--- src/rtl/alu_pkg.sv ---
// Shared types and constants for the ALU stimulus generator.
//   - opcode constants, FSM state encoding, reset-phase operand constants
//   - alu_req_t: operand/opcode payload presented to the ALU
//   - lfsr_step / next_req / alu_model helpers
package alu_pkg;

    localparam int unsigned OP_W   = 2;
    localparam int unsigned DATA_W = 4;
    localparam int unsigned RES_W  = 8;
    localparam int unsigned LFSR_W = 16;

    localparam logic [OP_W-1:0] OP_ADD = 2'd0;
    localparam logic [OP_W-1:0] OP_SUB = 2'd1;
    localparam logic [OP_W-1:0] OP_MUL = 2'd2;
    localparam logic [OP_W-1:0] OP_AND = 2'd3;

    localparam logic [OP_W-1:0]   RST_OP = 2'd2;
    localparam logic [DATA_W-1:0] RST_A  = 4'd2;
    localparam logic [DATA_W-1:0] RST_B  = 4'd3;

    typedef enum logic [1:0] {
        ST_IDLE   = 2'd0,
        ST_RSTSEQ = 2'd1,
        ST_DRIVE  = 2'd2,
        ST_DONE   = 2'd3
    } state_e;

    // Field order mirrors the LFSR slice: op=[9:8], b=[7:4], a=[3:0]
    typedef struct packed {
        logic [OP_W-1:0]   op;
        logic [DATA_W-1:0] b;
        logic [DATA_W-1:0] a;
    } alu_req_t;

    // Fibonacci LFSR, taps 16,14,13,11, shift left, feedback into bit 0
    function automatic logic [LFSR_W-1:0] lfsr_step(input logic [LFSR_W-1:0] s);
        return {s[14:0], s[15] ^ s[13] ^ s[12] ^ s[10]};
    endfunction

    // Operation payload taken from the LFSR value one step ahead of s
    function automatic alu_req_t next_req(input logic [LFSR_W-1:0] s);
        logic [LFSR_W-1:0] n;
        n = lfsr_step(s);
        return alu_req_t'(n[9:0]);
    endfunction

    // Expected ALU result, zero-extended operands, 8-bit wrap
    function automatic logic [RES_W-1:0] alu_model(input alu_req_t r);
        logic [RES_W-1:0] a8;
        logic [RES_W-1:0] b8;
        a8 = {4'd0, r.a};
        b8 = {4'd0, r.b};
        case (r.op)
            OP_ADD:  return a8 + b8;
            OP_SUB:  return a8 - b8;
            OP_MUL:  return a8 * b8;
            default: return a8 & b8;
        endcase
    endfunction

endpackage

--- src/rtl/alu_lfsr16.sv ---
// 16-bit pseudo-random source for the stimulus generator.
//   clk, rst_n : clock, async active-low reset (state <= seed)
//   load_i     : reload seed (wins over step_i)
//   step_i     : advance one LFSR step
//   state_o    : current 16-bit LFSR state
module alu_lfsr16
    import alu_pkg::*;
#(
    parameter logic [LFSR_W-1:0] SEED = 16'hACE1
) (
    input  logic              clk,
    input  logic              rst_n,
    input  logic              load_i,
    input  logic              step_i,
    output logic [LFSR_W-1:0] state_o
);

    // An all-zero seed would lock the LFSR, so it is replaced by 1
    localparam logic [LFSR_W-1:0] SEED_EFF = (SEED == 16'h0000) ? 16'h0001 : SEED;

    logic [LFSR_W-1:0] lfsr_q, lfsr_d;

    // Next-state selection
    always_comb begin
        lfsr_d = lfsr_q;
        if (load_i) begin
            lfsr_d = SEED_EFF;
        end else if (step_i) begin
            lfsr_d = lfsr_step(lfsr_q);
        end
    end

    // State register
    always_ff @(posedge clk or negedge rst_n) begin
        if (!rst_n) begin
            lfsr_q <= SEED_EFF;
        end else begin
            lfsr_q <= lfsr_d;
        end
    end

    assign state_o = lfsr_q;

endmodule

--- src/rtl/alu_stim_gen.sv ---
// Stimulus generator for the 4-bit registered ALU: holds the ALU in reset
// for RST_CYC cycles, then issues NUM_TXN pseudo-random operations, each
// held HOLD cycles on the operand/opcode outputs.
//   clk, rst        : clock, async active-low reset
//   start           : pulse, starts a run from IDLE or DONE
//   alu_out         : registered ALU result
//   alu_rst         : active-high ALU reset
//   alu_A/B/opcode  : operation presented to the ALU
//   busy, done      : run status
//   txn_cnt         : operations fully issued in this run
//   err_cnt         : result mismatches (only with ALU_SELFCHK_EN defined)
// Build option: define ALU_SELFCHK_EN to add the result checker and err_cnt.
module alu_stim_gen
    import alu_pkg::*;
#(
    parameter int unsigned       NUM_TXN = 10,
    parameter int unsigned       HOLD    = 2,
    parameter int unsigned       RST_CYC = 2,
    parameter logic [LFSR_W-1:0] SEED    = 16'hACE1
) (
    input  logic              clk,
    input  logic              rst,
    input  logic              start,
    input  logic [RES_W-1:0]  alu_out,
    output logic              alu_rst,
    output logic [DATA_W-1:0] alu_A,
    output logic [DATA_W-1:0] alu_B,
    output logic [OP_W-1:0]   alu_opcode,
    output logic              busy,
    output logic              done,
    output logic [7:0]        txn_cnt
`ifdef ALU_SELFCHK_EN
    ,
    output logic [7:0]        err_cnt
`endif
);

    localparam int unsigned     CNT_W     = 16;
    localparam logic [CNT_W-1:0] HOLD_LAST = CNT_W'(HOLD - 1);
    localparam logic [CNT_W-1:0] RST_LAST  = CNT_W'(RST_CYC - 1);
    localparam logic [7:0]       TXN_LAST  = 8'(NUM_TXN - 1);

    state_e           state_q, state_d;
    logic [CNT_W-1:0] cnt_q, cnt_d;
    logic [7:0]       txn_q, txn_d;
    alu_req_t         req_q, req_d;
    logic             alu_rst_q, alu_rst_d;
    logic             busy_q, busy_d;
    logic             done_q, done_d;

    logic              lfsr_load_c;
    logic              lfsr_step_c;
    logic [LFSR_W-1:0] lfsr_state;

`ifdef ALU_SELFCHK_EN
    logic [7:0] err_q, err_d;
`else
    logic unused_alu_out;
    assign unused_alu_out = ^alu_out;
`endif

    alu_lfsr16 #(
        .SEED (SEED)
    ) u_lfsr (
        .clk     (clk),
        .rst_n   (rst),
        .load_i  (lfsr_load_c),
        .step_i  (lfsr_step_c),
        .state_o (lfsr_state)
    );

    // Next-state and registered-output logic
    always_comb begin
        state_d     = state_q;
        cnt_d       = cnt_q;
        txn_d       = txn_q;
        req_d       = req_q;
        alu_rst_d   = alu_rst_q;
        busy_d      = busy_q;
        done_d      = done_q;
        lfsr_load_c = 1'b0;
        lfsr_step_c = 1'b0;
`ifdef ALU_SELFCHK_EN
        err_d       = err_q;
`endif

        case (state_q)
            ST_IDLE, ST_DONE: begin
                if (start) begin
                    state_d     = ST_RSTSEQ;
                    cnt_d       = '0;
                    txn_d       = '0;
                    req_d       = '{op: RST_OP, b: RST_B, a: RST_A};
                    alu_rst_d   = 1'b1;
                    busy_d      = 1'b1;
                    done_d      = 1'b0;
                    lfsr_load_c = 1'b1;
`ifdef ALU_SELFCHK_EN
                    err_d       = '0;
`endif
                end
            end

            ST_RSTSEQ: begin
                if (cnt_q == RST_LAST) begin
                    // Release the ALU together with the first operation
                    state_d     = ST_DRIVE;
                    cnt_d       = '0;
                    alu_rst_d   = 1'b0;
                    lfsr_step_c = 1'b1;
                    req_d       = next_req(lfsr_state);
                end else begin
                    cnt_d = cnt_q + 1'b1;
                end
            end

            ST_DRIVE: begin
                if (cnt_q == HOLD_LAST) begin
                    cnt_d = '0;
                    txn_d = txn_q + 8'd1;
`ifdef ALU_SELFCHK_EN
                    // ALU output reflects the held operands by the last hold cycle
                    if ((alu_out != alu_model(req_q)) && (err_q != 8'hFF)) begin
                        err_d = err_q + 8'd1;
                    end
`endif
                    if (txn_q == TXN_LAST) begin
                        state_d = ST_DONE;
                        busy_d  = 1'b0;
                        done_d  = 1'b1;
                    end else begin
                        lfsr_step_c = 1'b1;
                        req_d       = next_req(lfsr_state);
                    end
                end else begin
                    cnt_d = cnt_q + 1'b1;
                end
            end

            default: begin
                state_d = ST_IDLE;
            end
        endcase
    end

    // State and output registers
    always_ff @(posedge clk or negedge rst) begin
        if (!rst) begin
            state_q   <= ST_IDLE;
            cnt_q     <= '0;
            txn_q     <= '0;
            req_q     <= '0;
            alu_rst_q <= 1'b1;
            busy_q    <= 1'b0;
            done_q    <= 1'b0;
`ifdef ALU_SELFCHK_EN
            err_q     <= '0;
`endif
        end else begin
            state_q   <= state_d;
            cnt_q     <= cnt_d;
            txn_q     <= txn_d;
            req_q     <= req_d;
            alu_rst_q <= alu_rst_d;
            busy_q    <= busy_d;
            done_q    <= done_d;
`ifdef ALU_SELFCHK_EN
            err_q     <= err_d;
`endif
        end
    end

    assign alu_rst    = alu_rst_q;
    assign alu_A      = req_q.a;
    assign alu_B      = req_q.b;
    assign alu_opcode = req_q.op;
    assign busy       = busy_q;
    assign done       = done_q;
    assign txn_cnt    = txn_q;
`ifdef ALU_SELFCHK_EN
    assign err_cnt    = err_q;
`endif

endmodule

--- config.mk ---
export PLATFORM = sky130hd
export DESIGN_NAME = alu_stim_gen
export DESIGN_NICKNAME = d
export VERILOG_FILES = /design/src/rtl/alu_pkg.sv /design/src/rtl/alu_lfsr16.sv /design/src/rtl/alu_stim_gen.sv
export SDC_FILE = /design/constraint.sdc
export NUM_CORES = 1
export LEC_CHECK = 0
export ABC_AREA = 1
export ABC_CLOCK_PERIOD_IN_PS = 2020
export CORE_MARGIN = 2
export CORE_UTILIZATION = 57
export CTS_BUF_LIST = sky130_fd_sc_hd__clkbuf_16
export CTS_CLUSTER_DIAMETER = 100
export DETAILED_ROUTE_END_ITERATION = 8
export GPL_TIMING_DRIVEN = 0
export PLACE_DENSITY = 0.81
export SLEW_MARGIN = 25
export SYNTH_ARGS = -nofsm -noshare
export SYNTH_HDL_FRONTEND = slang
export SYNTH_SLANG_ARGS = --single-unit
--- constraint.sdc ---
create_clock -name clk -period 2.02 [get_ports clk]
set_clock_uncertainty 0.1 [all_clocks]
set_input_delay 0.404 -clock clk [delete_from_list [all_inputs] [get_ports clk]]
set_output_delay 0.404 -clock clk [all_outputs]
set_load 0.02 [all_outputs]
Word level (Yosys, flattened, before mapping) --
Cells that the tools add are included.
Word-level totals: logic and storage cells 70, bits of input ports 11, register bits after elaboration 55
Operators by class: $add $sub $neg 2, reductions and logical operators 11, muxes and demuxes 34, eq/ne operators 10, bitwise gates (word level) 3
Operator list (count):
- $mux W16 | 4
- $mux W10 | 4
- $pmux W16 S2 | 1
- $pmux W10 S3 | 1
- $add A16 B1 Y16 const B | 1
- $eq A16 B1 Y1 const B | 1
- $mux W8 | 2
- $pmux W8 S2 | 1
- $mux W1 | 12
- $reduce_and A4 Y1 | 3
- $ne A2 B2 Y1 const B | 5
- $add A8 B1 Y8 const B | 1
- $eq A8 B4 Y1 const B | 1
- $mux W2 | 4
- $pmux W1 S2 | 4
- $pmux W2 S3 | 1
- $reduce_and A3 Y1 | 2
- $reduce_bool A2 Y1 | 3
- $eq A2 B2 Y1 const B | 2
- $reduce_or A2 Y1 | 2
- $xor A1 B1 Y1 | 3
- $eq A2 B1 Y1 const B | 1
- $logic_not A2 Y1 | 1

Logic depth before layout (Yosys ltp) --
Gate-level depths: netlist of run 1.
word-level depth 6, depth in mapped cells 10, gate-level depth less buffers 10

Hierarchy --
From an unflattened synthesis of run 1, not the netlist that was laid out.
Unflattened totals: cells, all modules 397, area total of the unflattened synthesis 3007.9 um^2
Modules (own cells, without submodules):
- alu_stim_gen | area an instance 2336.0 um^2, instances 1, cells each 328
- alu_lfsr16 | area an instance 671.9 um^2, instances 1, cells each 69

Worst setup path after synthesis of run 1 --
No wires, ideal clock.
kind reg-to-reg, start register state_q[0], end register u_lfsr.lfsr_q[12] (netlist: u_lfsr.state_o[12]), setup time 118 ps, cell stages (with the launch flop) 9, slack 313 ps, required time 1802 ps, buffers on the path 2, arrival 1489 ps, cell sequence dfrtp_1 -> inv_1 -> ha_1 -> inv_1 -> clkbuf_1 -> nand3_2 -> buf_6 -> nand3_1 -> nand2_1
On the way: longest elaborated chain between the ends 4, elaborated cells between the ends (all ways) 9
RTL lines:
- start, declared | RTL line alu_stim_gen.sv:43 | state_e state_q, state_d;
- start signal, assigned | RTL line alu_stim_gen.sv:160 | state_q <= state_d;
- $eq A2 B2 Y1 / $logic_not A2 Y1 (equally long branches) | RTL line alu_stim_gen.sv:87 | case (state_q)
- $reduce_or A2 Y1 | RTL line alu_stim_gen.sv:87
- $mux W1 | RTL line alu_stim_gen.sv:87
- $mux W16 / $reduce_bool A2 Y1 (equally long branches)
- end signal, assigned | RTL line alu_lfsr16.sv:38 | lfsr_q <= lfsr_d;
- end, declared | RTL line alu_lfsr16.sv:21 | logic [LFSR_W-1:0] lfsr_q, lfsr_d;
Parallel ways exist; a longest one is shown, timed or not. A chain may end at the register's enable or synchronous reset.

Worst setup path after layout of run 1 --
start register alu_rst_q (netlist: alu_rst), end output alu_rst
RTL lines:
- start, declared | RTL line alu_stim_gen.sv:47 | logic alu_rst_q, alu_rst_d;
- start signal, assigned | RTL line alu_stim_gen.sv:164 | alu_rst_q <= alu_rst_d;
- end, declared | RTL line alu_stim_gen.sv:25 | output logic alu_rst,
No word-level cell between the ends.

==> results of run 1 <==
cell families after synthesis:
logic type	count (synthesis)	share of synthesized area, %
compound gates	25	5.11
xor+xnor	8	2.31
fa+ha+maj	6	2.47
buf+inv	44	6.09
flops	55	45.7
simple gates	271	38.4
layout by cell type (no fill, tap or decap), drive strengths merged:
cell type      count
nor3b              2
bufinv             1
nand2            146
xor2               5
nor3               4
and3               1
xnor2              3
clkinvlp           1
inv               37
dfrtp             46
nand3             53
ha                 6
clkdlybuf4s50     22
or2                5
nor2              49
nand4             10
dfstp              9
a31o               1
dlygate4sd3        1
o21bai             1
o21ai             15
buf                9
clkbuf             9
a21oi              4
o22ai              4
and2               1
flip-flops by register name (all words and copies together) (netlist names):
| signal | cells |
|---|---|
| done | 1 |
| u_lfsr.state_o | 16 |
| alu_rst | 1 |
| state_q | 2 |
| alu_opcode | 2 |
| cnt_q | 16 |
| busy | 1 |
| alu_A | 4 |
| txn_cnt | 8 |
| alu_B | 4 |
power breakdown:
| part | internal (uW) | total [uW] | switching (uW) |
|---|---|---|---|
| sequential | 1410 | 1590 | 180 |
| clock | 590 | 1000 | 413 |
| combinational | 975 | 2790 | 1820 |
routing by layer:
metal,routed length (microns),up-vias,track usage (%)
met5,0,-,0
met4,134,0,8.57
met3,275,16,3.41
met2,3560,75,44.7
met1,3060,1327,30.7
li1,-,1383,-
per-stage QoR:
| step | worst slack [ns] | TNS [ns] |
|---|---|---|
| 5_1_grt | 0.00154 | 0 |
| 2_1_floorplan | 0.313 | 0 |
| 6_report | 0.0595 | 0 |
| 3_3_place_gp | -1.22 | -62.02 |
| 4_1_cts | 0.00363 | 0 |
| 3_5_place_dp | -0.110 | -0.789 |
layout make-up:
type / instances / area share, %
sequential: 55 / 38.5
timing repair buffer: 28 / 7.99
tap: 70 / 2.43
clock buffer: 5 / 3.47
clock inverter: 3 / 1.29
multi-input combinational: 310 / 41.1
inverter: 36 / 3.75
buffer: 8 / 1.46
what timing repair did:
item | CTS | global route
gates cloned | 0 | 0
setup buffers | 0 | 3
setup endpoints to repair | 18 | 18
resized for setup | 2 | 4
pin swaps | 0 | 1
endpoints found under the hold margin | 14 | 0
hold buffers | 1 | 0
worst min path at each step:
stage                  start             to  slack (ns)  depth (start not counted)
2_1_floorplan            rst       alu_A[0]       0.008                          0
3_3_place_gp            busy           busy        0.35                          2
3_5_place_dp             rst      cnt_q[10]        0.31                          2
4_1_cts             alu_A[0]       alu_A[0]        0.38                          2
5_1_grt        alu_opcode[0]  alu_opcode[0]        0.41                          2
6_report            alu_A[0]       alu_A[0]        0.37                          2
==> metrics.yaml, run 1 <==
cts:
  clkSinkCount: 55
  cts-root-buf: "clkbuf_16"
  cts_tree: "done"
  worstSkewPairLatency_ns: 0.30
  clk_pin_slew_ns: 0.07
  numCtsBuffers: 5
  cts-htree-levels: 2
  cts_buffer_depth: 2
critical_path:
  cp.required_ns: 1.52
  worstSetupStartpointType: "flop"
  timing.rr.start: "state_q[1]"
  worstReg2RegEnd: "cnt_q[13]"
  critical-path-slowest-cell: "clkdlybuf4s50_1"
  reg2reg_slack_ns: 0.12
  crit_end: "alu_rst"
  arrival_ns: 1.46
  cp_num_cells: 1
  path_cells: "clkdlybuf4s50_1"
  path_max_fanout: 2
  end_kind: "output pin"
  setup.worst_path.start: "alu_rst"
  critPathBufInv: 1
  path_class: "flop to output pin"
  critPathTopFamily: "buffers and inverters"
  slowest_delay_ns: 0.61
  r2r_cells: 6
synth:
  synth_common_cells: "nand2_1 (142), nand3_1 (52), dfrtp_1 (46), nor2_1 (46), inv_1 (33)"
  synth.top_cell.area_share_pct: 37.9
  syn-num-nets: 426
  synthFlopType: "dfrtp_1"
  yosys.cell_types.count: 32
  synthTopCellsByArea: "dfrtp_1 (38%), nand2_1 (18%), nand3_1 (8.6%)"
  yosysSeqAreaShare_pct: 45.7
  avgSynthCellArea_sq_um: 7.43
  async_flop_share_pct: 100
  syn_area_sq_mm: 0.00304
  netlist.top_cell.by_area: "dfrtp_1"
  ys_warn_count: 0
  synth-seq-cells: 55
  synth_most_common_cell: "nand2_1"
  synth-edff-count: 0
  syn_inst: 409
cells_and_area:
  multi_input_area_sq_mm: 0.00148
  final_util_pct: 70.1
  final.fill_count: 427
  syn_to_final_growth_pct: 18.5
  nets: 461
  drive_gt1_share_pct: 11.0
  diodes: 0
  final_cells: 515
  regArea_sq_mm: 0.00139
  final_area_sq_mm: 0.00360
timing:
  tightest_slew_ns: 0.525
  hold_viol: 0
  timing.final.crit_period_ns: 1.96
  finalSetupViolations: 0
  rsz0062_at_grt: "false"
  hold_slack_ns: 0.373
  slew_viol_final: 0
  period_share_pct: 97.1
  slew_headroom_pct: 65.0
  fmax_ghz: 0.510
drt:
  wl_per_cell_microns: 13.7
  via_count: 2801
  ant_nets: 0
  routed_via_density: 5.44
  drt-pass1-iter-count: 6
  routed_wl_microns: 7030
  drc: 0
  drt-initial-drc-count: 197
global_route:
  grt_usage_pct: 24.9
  antenna_found_initial: 0
  grt_max_degree: 56
  grt_first_pass_wirelength_microns: 11900
  grt-ovfl-total: 0
  grt_pass1_vias: 2720
floorplanning:
  pin_count: 32
  core_sq_mm: 0.00514
  die_h_microns: 77.0
  start_util_pct: 59.1
  die_w_microns: 77.0
  rows: 26
  fp.dieArea_sq_mm: 0.00593
run:
  cap_violations: 0
power:
  fin_total_pwr_uw: 5390
  worst_ir_drop_vdd_mv: 0.883
  power.leakage_uw: 0.00182
  powerDensity_mw_per_mm2: 1500
placement:
  post_dp_cell_area_sq_mm: 0.00338
  dp_cells: 503
  portBuffers: 23
  gp_congestion: 0.883
  hpwl_microns: 4810
hold_path:
  min_path_type: "flop to flop"
run_status:
  outcome: "finished, final reports clean"
No activity file was read; power rests on OpenSTA's default activity.
==> inputs of run 2 (changes only) <==
--- a/config.mk
+++ b/config.mk
@@ -14,6 +14,7 @@
 export DETAILED_ROUTE_END_ITERATION = 8
 export GPL_TIMING_DRIVEN = 0
 export PLACE_DENSITY = 0.81
+export REMOVE_ABC_BUFFERS = 1
 export SLEW_MARGIN = 25
 export SYNTH_ARGS = -nofsm -noshare
 export SYNTH_HDL_FRONTEND = slang
==> metrics.yaml, run 2 (synthesis results as in run 1) <==
run_status:
  outcome: "finished, final reports clean"
power:
  power.leakage_uw: 0.00180  # -0.73%
  fin_total_pwr_uw: 5420  # +0.60%
  worst_ir_drop_vdd_mv: 0.859  # -2.7%
  powerDensity_mw_per_mm2: 1500  # +0.15%
drt:
  ant_nets: 0  # unchanged
  drt-initial-drc-count: 269  # +37%
  via_count: 2794  # -0.25%
  drc: 0  # unchanged
  routed_wl_microns: 7120  # +1.2%
  wl_per_cell_microns: 13.8  # +1.0%
  drt-pass1-iter-count: 5  # -1
  routed_via_density: 5.41  # -0.44%
hold_path:
  min_path_type: "flop to flop"
timing:
  fmax_ghz: 0.509  # -0.14%
  slew_headroom_pct: 61.8  # -3.2 points
  finalSetupTns_ns: 0  # unchanged
  slew_viol_final: 0  # unchanged
  timing.final.crit_period_ns: 1.96  # +0.00281 ns
  period_share_pct: 97.2  # +0.14 points
  finalSetupViolations: 0  # unchanged
  hold_viol: 0  # unchanged
  tightest_slew_ns: 0.572  # +0.0470 ns
  fin_ws_ns: 0.0567  # -0.00281 ns
cells_and_area:
  diodes: 0  # unchanged
  final_area_sq_mm: 0.00362  # +0.45%
  final_cell_mix: "nand2_1 (142), nand3_1 (52), nor2_1 (46), dfrtp_1 (46), inv_1 (31)"
  nets: 462  # +0.22%
  syn_to_final_growth_pct: 19.0
  layout_commonest_cell: "nand2_1"
  drive_gt1_share_pct: 12.1  # +1.1 points
placement:
  post_dp_cell_area_sq_mm: 0.00332  # -1.7%
  post-place-ws_ns: -0.917  # -0.807 ns
  portBuffers: 23  # unchanged
  hpwl_microns: 4660  # -3.0%
  gp_congestion: 0.956  # +8.2%
run:
  cap_violations: 0  # unchanged
critical_path:
  arrival_ns: 1.46  # about the same
  path_max_fanout: 2  # unchanged
  slowest_delay_ns: 0.61  # about the same
  critical-path-slowest-cell: "clkdlybuf4s50_1"
  end_kind: "output pin"
  worstSetupStartpointType: "flop"
  path_cells: "clkdlybuf4s50_1"
  path_class: "flop to output pin"
  critPathBufInv: 1  # unchanged
  critPathTopFamily: "buffers and inverters"
  cp.required_ns: 1.52  # about the same
floorplanning:
  core_sq_mm: 0.00514  # unchanged
  pin_count: 32  # unchanged
  rows: 26  # unchanged
  start_util_pct: 59.1  # unchanged
  die_h_microns: 77.0  # unchanged
  die_w_microns: 77.0  # unchanged
  fp.dieArea_sq_mm: 0.00593  # unchanged
cts:
  cts_tree: "done"
  numCtsBuffers: 5  # unchanged
  worstSkewPairLatency_ns: 0.29  # about the same
  cts_buffer_depth: 2  # unchanged
  cts-htree-levels: 2  # unchanged
  clk_pin_slew_ns: 0.07  # about the same
  cts-root-buf: "clkbuf_16"
  clkSinkCount: 55  # unchanged
global_route:
  grt_usage_pct: 24.6  # -0.33 points
  grt_pass1_vias: 2696  # -0.88%
  grt_max_degree: 35  # -38%
  antenna_found_initial: 0  # unchanged
  grt_first_pass_wirelength_microns: 11900  # unchanged
  grt-ovfl-total: 0  # unchanged
## run 2: through the flow
step | hold slack, ns | utilization [%] | instances
floorplan | 0.00841 | - | 401
global placement | 0.355 | 64.3 | 494
detailed placement | 0.215 | 64.7 | 495
CTS | 0.376 | 69.0 | 509
global route | 0.400 | 70.4 | 516
finish | 0.372 | 70.4 | 516
## run 2: final timing paths
kind,from,end,slack [ns],depth (start not counted)
min in group asynchronous,rst,cnt_q[10],0.45,2
hold / removal,alu_B[1],alu_B[1],0.37,2
max in group asynchronous,rst,u_lfsr.state_o[5],0.83,3
hold reg to reg,alu_B[1],alu_B[1],0.37,2
setup reg to reg,state_q[0],alu_B[2],0.10,9
setup / recovery,alu_rst,alu_rst,0.06,1
## run 2: repair_timing
| action | in CTS | in global routing |
|---|---|---|
| resized for setup | 6 | 3 |
| setup endpoints to repair | 55 | 38 |
| setup buffers | 4 | 7 |
| hold endpoints to repair | 16 | 0 |
| hold buffers | 1 | 0 |
| cloned | 1 | 0 |
| pin swaps | 1 | 3 |
## run 2: report_power, final
group	internal, uW	switching, uW
sequential	1410	191
combinational	1100	1860
clock	458	405
total	2970	2450
## run 2: layout make-up
cell class                 count  area [sq um]
timing repair buffer          36           340
tap                           70          87.6
inverter                      36           143
sequential                    55          1390
fill                         425          1520
multi-input combinational    310          1510
clock buffer                   5           125
timing repair inverter         1          5.00
clock inverter                 3          20.0
## run 2: metal layers
layer	GRT usage, %	routed length, microns	up-vias
li1	-	-	1380
met1	31.9	3120	1307
met2	42.9	3530	95
met3	3.76	383	12
met4	6.79	83	0
met5	0	0	-
